**config.mk**
```make
export PLATFORM = sky130hd
export DESIGN_NAME = seg7_scan_capture_flat
export DESIGN_NICKNAME = d
export VERILOG_FILES = /design/src/rtl/seg7_pkg.sv /design/src/rtl/seg7_scan_capture_if.sv /design/src/rtl/seg7_glyph_decode.sv /design/src/rtl/seg7_scan_capture.sv /design/src/flat_wrapper.sv
export SDC_FILE = /design/constraint.sdc
export NUM_CORES = 1
export LEC_CHECK = 0
export ABC_AREA = 0
export CORE_MARGIN = 10
export CORE_UTILIZATION = 61
export CTS_CLUSTER_DIAMETER = 100
export DETAILED_ROUTE_END_ITERATION = 7
export PLACE_DENSITY_LB_ADDON = 0.05
export SLEW_MARGIN = 20
export SYNTH_ARGS = -nofsm -noshare
export SYNTH_HDL_FRONTEND = slang
export SYNTH_SLANG_ARGS = --single-unit
```
**constraint.sdc**
```tcl
create_clock -name clk -period 7.9 [get_ports clk]
set_clock_uncertainty 0.15 [all_clocks]
set_input_delay 1.58 -clock clk [delete_from_list [all_inputs] [get_ports clk]]
set_output_delay 1.58 -clock clk [all_outputs]
set_load 0.05 [all_outputs]
```
**src/rtl/seg7_pkg.sv**
```systemverilog
// ---------------------------------------------------------------------------
// seg7_pkg
// Shared definitions for the 7-segment scan-capture slice.
//   - Active-high glyph codes (bit0=a ... bit6=g).
//   - N_DIGITS: number of multiplexed digit positions.
//   - Decode-result encoding: 2-bit kind plus 4-bit digit.
//   - digits_to_value: folds four decimal digits into a 14-bit binary value.
// ---------------------------------------------------------------------------
package seg7_pkg;

    localparam int N_DIGITS = 4;

    localparam logic [6:0] GLYPH_0     = 7'h3F;
    localparam logic [6:0] GLYPH_1     = 7'h06;
    localparam logic [6:0] GLYPH_2     = 7'h5B;
    localparam logic [6:0] GLYPH_3     = 7'h4F;
    localparam logic [6:0] GLYPH_4     = 7'h66;
    localparam logic [6:0] GLYPH_5     = 7'h6D;
    localparam logic [6:0] GLYPH_6     = 7'h7D;
    localparam logic [6:0] GLYPH_7     = 7'h07;
    localparam logic [6:0] GLYPH_8     = 7'h7F;
    localparam logic [6:0] GLYPH_9     = 7'h6F;
    localparam logic [6:0] GLYPH_BLANK = 7'h00;
    localparam logic [6:0] GLYPH_E     = 7'h79;
    localparam logic [6:0] GLYPH_R     = 7'h50;

    typedef enum logic [1:0] {
        KIND_DIGIT   = 2'd0,
        KIND_ERR     = 2'd1,
        KIND_ILLEGAL = 2'd2
    } glyph_kind_e;

    typedef struct packed {
        glyph_kind_e kind;
        logic [3:0]  digit;
    } glyph_dec_t;

    // Horner evaluation; the largest result (9999) fits in 14 bits.
    function automatic logic [13:0] digits_to_value(input logic [3:0] d3,
                                                    input logic [3:0] d2,
                                                    input logic [3:0] d1,
                                                    input logic [3:0] d0);
        logic [13:0] acc;
        acc = {10'd0, d3};
        acc = acc * 14'd10 + {10'd0, d2};
        acc = acc * 14'd10 + {10'd0, d1};
        acc = acc * 14'd10 + {10'd0, d0};
        return acc;
    endfunction

endpackage

```
**src/rtl/seg7_scan_capture_if.sv**
```systemverilog
// ---------------------------------------------------------------------------
// seg7_scan_capture_if
// Display bus seen by the capture block.
//   seg_in[6:0]   segment lines (bit0=a ... bit6=g), raw polarity
//   an_in[3:0]    digit enables (bit0=ones ... bit3=thousands), raw polarity
//   value[13:0]   last decoded frame value
//   frame_valid   one-cycle pulse when frame outputs update
//   err_flag      last frame contained E or r
//   glyph_err     last frame contained an undecodable glyph
//   stale         no frame completed within the timeout
// master = display side / bench, slave = capture block.
// ---------------------------------------------------------------------------
interface seg7_scan_capture_if;

    logic [6:0]  seg_in;
    logic [3:0]  an_in;
    logic [13:0] value;
    logic        frame_valid;
    logic        err_flag;
    logic        glyph_err;
    logic        stale;

    modport master (
        output seg_in, an_in,
        input  value, frame_valid, err_flag, glyph_err, stale
    );

    modport slave (
        input  seg_in, an_in,
        output value, frame_valid, err_flag, glyph_err, stale
    );

endinterface

```
**src/rtl/seg7_glyph_decode.sv**
```systemverilog
// ---------------------------------------------------------------------------
// seg7_glyph_decode
// Combinational glyph classifier.
//   i_glyph[6:0]  active-high segment pattern (gfedcba)
//   o_dec         {kind, digit}; blank decodes as digit 0, E/r as KIND_ERR,
//                 anything else unknown as KIND_ILLEGAL (digit 0)
// ---------------------------------------------------------------------------
module seg7_glyph_decode
    import seg7_pkg::*;
(
    input  logic [6:0] i_glyph,
    output glyph_dec_t o_dec
);

    always_comb begin
        o_dec.kind  = KIND_ILLEGAL;
        o_dec.digit = 4'd0;
        case (i_glyph)
            GLYPH_0, GLYPH_BLANK: begin o_dec.kind = KIND_DIGIT; o_dec.digit = 4'd0; end
            GLYPH_1:              begin o_dec.kind = KIND_DIGIT; o_dec.digit = 4'd1; end
            GLYPH_2:              begin o_dec.kind = KIND_DIGIT; o_dec.digit = 4'd2; end
            GLYPH_3:              begin o_dec.kind = KIND_DIGIT; o_dec.digit = 4'd3; end
            GLYPH_4:              begin o_dec.kind = KIND_DIGIT; o_dec.digit = 4'd4; end
            GLYPH_5:              begin o_dec.kind = KIND_DIGIT; o_dec.digit = 4'd5; end
            GLYPH_6:              begin o_dec.kind = KIND_DIGIT; o_dec.digit = 4'd6; end
            GLYPH_7:              begin o_dec.kind = KIND_DIGIT; o_dec.digit = 4'd7; end
            GLYPH_8:              begin o_dec.kind = KIND_DIGIT; o_dec.digit = 4'd8; end
            GLYPH_9:              begin o_dec.kind = KIND_DIGIT; o_dec.digit = 4'd9; end
            GLYPH_E, GLYPH_R:     begin o_dec.kind = KIND_ERR;   o_dec.digit = 4'd0; end
            default:              begin o_dec.kind = KIND_ILLEGAL; o_dec.digit = 4'd0; end
        endcase
    end

endmodule

```
**src/rtl/seg7_scan_capture.sv**
```systemverilog
// ---------------------------------------------------------------------------
// seg7_scan_capture
// Samples a multiplexed 7-segment display bus, accepts each digit once it
// has been stable for SETTLE_CYCLES samples, and reassembles 4-digit frames.
//   clk    system clock
//   rst_n  asynchronous active-low reset
//   bus    seg7_scan_capture_if.slave (seg_in/an_in in; value, frame_valid,
//          err_flag, glyph_err, stale out)
// ---------------------------------------------------------------------------
module seg7_scan_capture
    import seg7_pkg::*;
#(
    parameter int SEG_ACTIVE_LOW = 1,
    parameter int AN_ACTIVE_LOW  = 1,
    parameter int SETTLE_CYCLES  = 4,
    parameter int TIMEOUT_CYCLES = 1000000
) (
    input  logic               clk,
    input  logic               rst_n,
    seg7_scan_capture_if.slave bus
);

    localparam int CNT_W = $clog2(SETTLE_CYCLES + 1);
    localparam int TMO_W = $clog2(TIMEOUT_CYCLES + 1);

    logic [6:0]          r_seg;
    logic [3:0]          r_an;
    logic [10:0]         r_prev;
    logic [CNT_W-1:0]    r_cnt;
    logic [N_DIGITS-1:0] r_seen;
    glyph_dec_t          r_slot [N_DIGITS];
    logic [13:0]         r_value;
    logic                r_frame_valid;
    logic                r_err_flag;
    logic                r_glyph_err;
    logic                r_stale;
    logic [TMO_W-1:0]    r_tcnt;

    logic [10:0]         w_cur;
    logic                w_same;
    logic [3:0]          w_prev_an;
    logic [6:0]          w_prev_seg;
    logic                w_accept;
    logic                w_complete;
    glyph_dec_t          w_dec;
    logic                w_any_err;
    logic                w_any_ill;
    logic [13:0]         w_sum;

    // Register the bus once and normalise both fields to active-high.
    always_ff @(posedge clk or negedge rst_n) begin
        if (!rst_n) begin
            r_seg <= '0;
            r_an  <= '0;
        end else begin
            r_seg <= (SEG_ACTIVE_LOW != 0) ? ~bus.seg_in : bus.seg_in;
            r_an  <= (AN_ACTIVE_LOW  != 0) ? ~bus.an_in  : bus.an_in;
        end
    end

    assign w_cur      = {r_an, r_seg};
    assign w_same     = (w_cur == r_prev);
    assign w_prev_an  = r_prev[10:7];
    assign w_prev_seg = r_prev[6:0];

    // When the counter shows SETTLE_CYCLES-1, r_prev holds the sample that
    // has been stable for SETTLE_CYCLES cycles, so that is what gets accepted
    // even if the live sample has just moved on. Saturation makes it one-shot.
    always_ff @(posedge clk or negedge rst_n) begin
        if (!rst_n) begin
            r_prev <= '0;
            r_cnt  <= '0;
        end else begin
            r_prev <= w_cur;
            if (!w_same)
                r_cnt <= '0;
            else if (r_cnt != CNT_W'(SETTLE_CYCLES))
                r_cnt <= r_cnt + CNT_W'(1);
        end
    end

    assign w_accept   = (r_cnt == CNT_W'(SETTLE_CYCLES - 1)) && $onehot(w_prev_an);
    assign w_complete = &r_seen;

    seg7_glyph_decode u_decode (
        .i_glyph (w_prev_seg),
        .o_dec   (w_dec)
    );

    // Slots hold decoded results; an accept during the completion cycle lands
    // in the freshly cleared seen mask so it belongs to the next frame.
    always_ff @(posedge clk or negedge rst_n) begin
        if (!rst_n) begin
            r_seen <= '0;
            for (int i = 0; i < N_DIGITS; i++)
                r_slot[i] <= '0;
        end else begin
            r_seen <= (w_complete ? '0 : r_seen) | (w_accept ? w_prev_an : '0);
            for (int i = 0; i < N_DIGITS; i++)
                if (w_accept && w_prev_an[i])
                    r_slot[i] <= w_dec;
        end
    end

    always_comb begin
        w_any_err = 1'b0;
        w_any_ill = 1'b0;
        for (int i = 0; i < N_DIGITS; i++) begin
            if (r_slot[i].kind == KIND_ERR)     w_any_err = 1'b1;
            if (r_slot[i].kind == KIND_ILLEGAL) w_any_ill = 1'b1;
        end
    end

    assign w_sum = digits_to_value(r_slot[3].digit, r_slot[2].digit,
                                   r_slot[1].digit, r_slot[0].digit);

    // Frame outputs: error glyphs outrank illegal glyphs, either forces 0.
    always_ff @(posedge clk or negedge rst_n) begin
        if (!rst_n) begin
            r_frame_valid <= 1'b0;
            r_value       <= '0;
            r_err_flag    <= 1'b0;
            r_glyph_err   <= 1'b0;
        end else begin
            r_frame_valid <= w_complete;
            if (w_complete) begin
                r_err_flag  <= w_any_err;
                r_glyph_err <= !w_any_err && w_any_ill;
                r_value     <= (w_any_err || w_any_ill) ? 14'd0 : w_sum;
            end
        end
    end

    // Timeout watchdog; keyed off w_complete so stale drops together with
    // the frame_valid rise.
    always_ff @(posedge clk or negedge rst_n) begin
        if (!rst_n) begin
            r_tcnt  <= '0;
            r_stale <= 1'b0;
        end else if (w_complete) begin
            r_tcnt  <= '0;
            r_stale <= 1'b0;
        end else if (r_tcnt == TMO_W'(TIMEOUT_CYCLES - 1)) begin
            r_stale <= 1'b1;
        end else begin
            r_tcnt <= r_tcnt + TMO_W'(1);
        end
    end

    assign bus.value       = r_value;
    assign bus.frame_valid = r_frame_valid;
    assign bus.err_flag    = r_err_flag;
    assign bus.glyph_err   = r_glyph_err;
    assign bus.stale       = r_stale;

endmodule

```
**src/flat_wrapper.sv**
```systemverilog
// flat-port wrapper written by rule: the top's interface ports become plain ports
module seg7_scan_capture_flat import seg7_pkg::*;
#(
    parameter int SEG_ACTIVE_LOW = 1,
    parameter int AN_ACTIVE_LOW  = 1,
    parameter int SETTLE_CYCLES  = 4,
    parameter int TIMEOUT_CYCLES = 1000000
)
  (clk, rst_n, bus_seg_in, bus_an_in, bus_value, bus_frame_valid, bus_err_flag, bus_glyph_err, bus_stale);
  seg7_scan_capture_if bus_i ();
  input  logic clk;
  input  logic rst_n;
  input wire logic [$bits(bus_i.seg_in)-1:0] bus_seg_in;
  input wire logic [$bits(bus_i.an_in)-1:0] bus_an_in;
  output wire logic [$bits(bus_i.value)-1:0] bus_value;
  output wire logic [$bits(bus_i.frame_valid)-1:0] bus_frame_valid;
  output wire logic [$bits(bus_i.err_flag)-1:0] bus_err_flag;
  output wire logic [$bits(bus_i.glyph_err)-1:0] bus_glyph_err;
  output wire logic [$bits(bus_i.stale)-1:0] bus_stale;
  assign bus_i.seg_in = bus_seg_in;
  assign bus_i.an_in = bus_an_in;
  assign bus_value = bus_i.value;
  assign bus_frame_valid = bus_i.frame_valid;
  assign bus_err_flag = bus_i.err_flag;
  assign bus_glyph_err = bus_i.glyph_err;
  assign bus_stale = bus_i.stale;
  seg7_scan_capture #(.SEG_ACTIVE_LOW(SEG_ACTIVE_LOW), .AN_ACTIVE_LOW(AN_ACTIVE_LOW), .SETTLE_CYCLES(SETTLE_CYCLES), .TIMEOUT_CYCLES(TIMEOUT_CYCLES)) u_core (.clk(clk), .rst_n(rst_n), .bus(bus_i));
endmodule
```
==> reports/qor.txt <==
routed wire length per instance -> 14.7 um
nets -> 679
Initial Util -> 61.9%
Worst Setup Path Type -> register to register
actual slew at the worst max-slew pin -> 0.910 ns
GR Util All Layers -> 17.0%
Unique masters post-synth -> 62
Logic pwr share -> 3.5%
postcts setup bufs -> 0
syn avg cell area -> 9.82 um^2
DRC viols -> 0
post-synthesis sequential area ratio -> 40.4%
TritonCTS clock tree -> built
final WL -> 10600 um
Cell Count, Final, Fillers Out -> 721
die height -> 116 um
Ys Warns -> 0
vias after detailed routing -> 4075
depth of the CTS H-tree -> 3
hpwl dp -> 7890 um
cts bufs inserted -> 9
Area Growth Syn to Fin -> 11.0%
Max VDD drop -> 0.115 mV
DRT iter0 DRCs -> 270
Critical Path Sink Type -> register
Post-synth EDFFs -> 0
Net Sw Frac -> 22.6%
status -> complete, no violations
Final Max Tran Viols -> 0
Clock Sinks -> 91
Critical Path Start Type -> register
hold crit path type -> register to register
Max-Cap Viols -> 0
#FFs+latches synth -> 91
Setup crit start -> u_core.r_slot[3]$_DFFE_PN0P_
row count -> 35
CP required -> 7.99 ns
number of top-level pins -> 31
Syn Std Cell Area -> 0.00564 mm^2
worst slack, placed -> 1.36 ns
syn nets -> 647
final hold vios -> 0
die area -> 0.0135 mm^2
share of cells above drive strength 1 -> 7.87%
internal power -> 0.661 mW
RSZ-0062 raised after global routing -> no
Final period util -> 83.2%
first-pass detailed-route iteration total -> 7
GR Overflow Total -> 0
Worst-Skew Late Latency -> 0.36 ns
placed inst area -> 0.00604 mm^2
antenna viol nets, final -> 0
Placed Instances -> 706
Reg clk slew, reported paths -> 0.09 ns
Root Driver -> clkbuf_8
hold_ws -> 0.248 ns
ys async rst share -> 100%
Lkg Pwr -> 3.04 nW
commonest non-fill, non-tap cell in the layout -> dfrtp_1
final core utilization -> 68.7%
RePlAce Congestion -> 0.888
Reg-to-Reg Start -> u_core.r_slot[3]$_DFFE_PN0P_
die width -> 116 um
setup ws final -> 1.32 ns
global-route wire length before repair -> 18600 um
Final Cell Area -> 0.00626 mm^2
Flop pwr share -> 56.1%
Max FO, Critical Path -> 7
hold wc startpoint -> u_core.r_seg[1]$_DFF_PN0_
slew margin rel. -> 39.1%
largest net degree at the start of global routing -> 72
crit path DAT -> 6.67 ns
Core Region -> 0.00911 mm^2
Clk pwr share -> 40.4%
ant diodes -> 0
vias in the first global route -> 4019
achievable frequency -> 152 MHz
IO buf count -> 30
FILL cells -> 738
power density cells -> 136 mW/mm^2
cts hold-fix bufs -> 0
commonest cells after routing, fill and taps aside -> dfrtp_1, nand2_1, ha_1
Tot Pwr -> 0.854 mW
Setup violations, final -> 0
vias per cell -> 5.65
CTS Buffer Depth -> 2
post-CTS sizing -> 0
Final min period -> 6.58 ns
Main synth FF type -> dfrtp_1
initial antenna violation count -> 0
TNS Setup -> 0 ns
synthesized instance count -> 574
NetSw -> 0.193 mW
[worst max-delay path, cell delays in order (launching register included)]
cell and delay, ns:
dfrtp_1 0.45, ha_1 0.31, ha_1 0.23, fa_1 0.55, o2111ai_1 0.16, or3_1 0.45
inv_1 0.08, ha_1 0.22, ha_1 0.38, and2b_2 0.25, a221oi_1 0.37, o311ai_4 0.19
xnor2_1 0.27, ha_1 0.28, ha_1 0.36, and2_1 0.17, a221oi_1 0.46, o21ai_0 0.22
a21o_1 0.21, a22oi_1 0.25, nor4_1 0.10, or3b_1 0.35
[cell usage after synthesis, drive strengths merged (2+ instances only)]
master	number	share of area, %
dfrtp	91	40
nand2	64	4.3
ha	53	12
inv	46	3.1
nor2	44	2.9
xor2	37	5.7
o21ai	36	3.2
xnor2	22	3.4
a21oi	21	1.9
mux2	20	4.0
nand3	13	1.2
nor3	12	1.1
clkbuf	9	0.60
nand4	8	1.0
or3	8	0.89
fa	7	2.5
nor4	7	1.0
a21o	6	0.80
and3	5	0.64
and2	4	0.47
nor2b	4	0.44
o21a	4	0.53
a22o	3	0.47
a31oi	3	0.33
nor3b	3	0.40
o211ai	3	0.49
o22ai	3	0.33
a211o	2	0.31
a221oi	2	0.31
a22oi	2	0.27
and2b	2	0.31
and4	2	0.36
mux2i	2	0.36
nand3b	2	0.27
o2111a	2	0.40
o2bb2ai	2	0.31
or2	2	0.22
[metal layers]
layer | wire [um] | GRT usage [%] | vias to the layer above
li1 | - | - | 2049
met5 | 0 | 0 | -
met4 | 108 | 5.00 | 0
met3 | 399 | 3.24 | 7
met1 | 4630 | 21.0 | 1974
met2 | 5460 | 29.4 | 45
[power groups by stage]
stage               Sequential (mW)  Combinational (mW)  Clock [mW]
floorplan                     0.484              0.0156           0
global placement              0.488              0.0300           0
detailed placement            0.488              0.0309           0
CTS                           0.479              0.0314       0.353
global route                  0.480              0.0357       0.374
finish                        0.479              0.0302       0.345
[final timing paths]
check | end | slack, ns | depth (start not counted)
worst max-delay path | u_core.bus.value[13]$_DFFE_PN0P_ | 1.32 | 21
worst min-delay path | u_core.r_prev[1]$_DFF_PN0_ | 0.25 | 0
worst max register to register | u_core.bus.value[13]$_DFFE_PN0P_ | 1.32 | 21
worst min register to register | u_core.r_prev[1]$_DFF_PN0_ | 0.25 | 0
max in group asynchronous | u_core.r_tcnt[16]$_DFFE_PN0P_ | 5.47 | 2
min in group asynchronous | u_core.bus.value[12]$_DFFE_PN0P_ | 0.96 | 1
[flip-flops by register name, indices dropped and copies added, names as in the netlist]
| register | count |
|---|---|
| u_core.r_cnt | 3 |
| u_core.bus.stale | 1 |
| u_core.r_slot | 24 |
| u_core.r_an | 4 |
| u_core.bus.err_flag | 1 |
| u_core.bus.value | 14 |
| u_core.r_prev | 11 |
| u_core.r_tcnt | 20 |
| u_core.r_seen | 4 |
| u_core.r_seg | 7 |
| u_core.bus.frame_valid | 1 |
| u_core.bus.glyph_err | 1 |
[cell families after synthesis]
group / count (synthesis) / share of synthesized area (%)
flops: 91 / 40.4
fa+ha+maj: 60 / 14.3
buf+inv: 56 / 3.73
simple gates: 186 / 16.3
xor+xnor: 60 / 9.57
mux: 22 / 4.35
compound gates: 99 / 11.4
[final cells by class]
| cell class | count | area [um^2] | area share [%] |
|---|---|---|---|
| multi-input cells | 427 | 3150 | 50.3 |
| flip-flops and latches | 91 | 2280 | 36.4 |
| repair buffers | 31 | 305 | 4.88 |
| inverters | 46 | 173 | 2.76 |
| well taps | 111 | 139 | 2.22 |
| clock buffers | 9 | 124 | 1.98 |
| clock inverters | 6 | 90.1 | 1.44 |
Power figures use the tool's default switching activity.
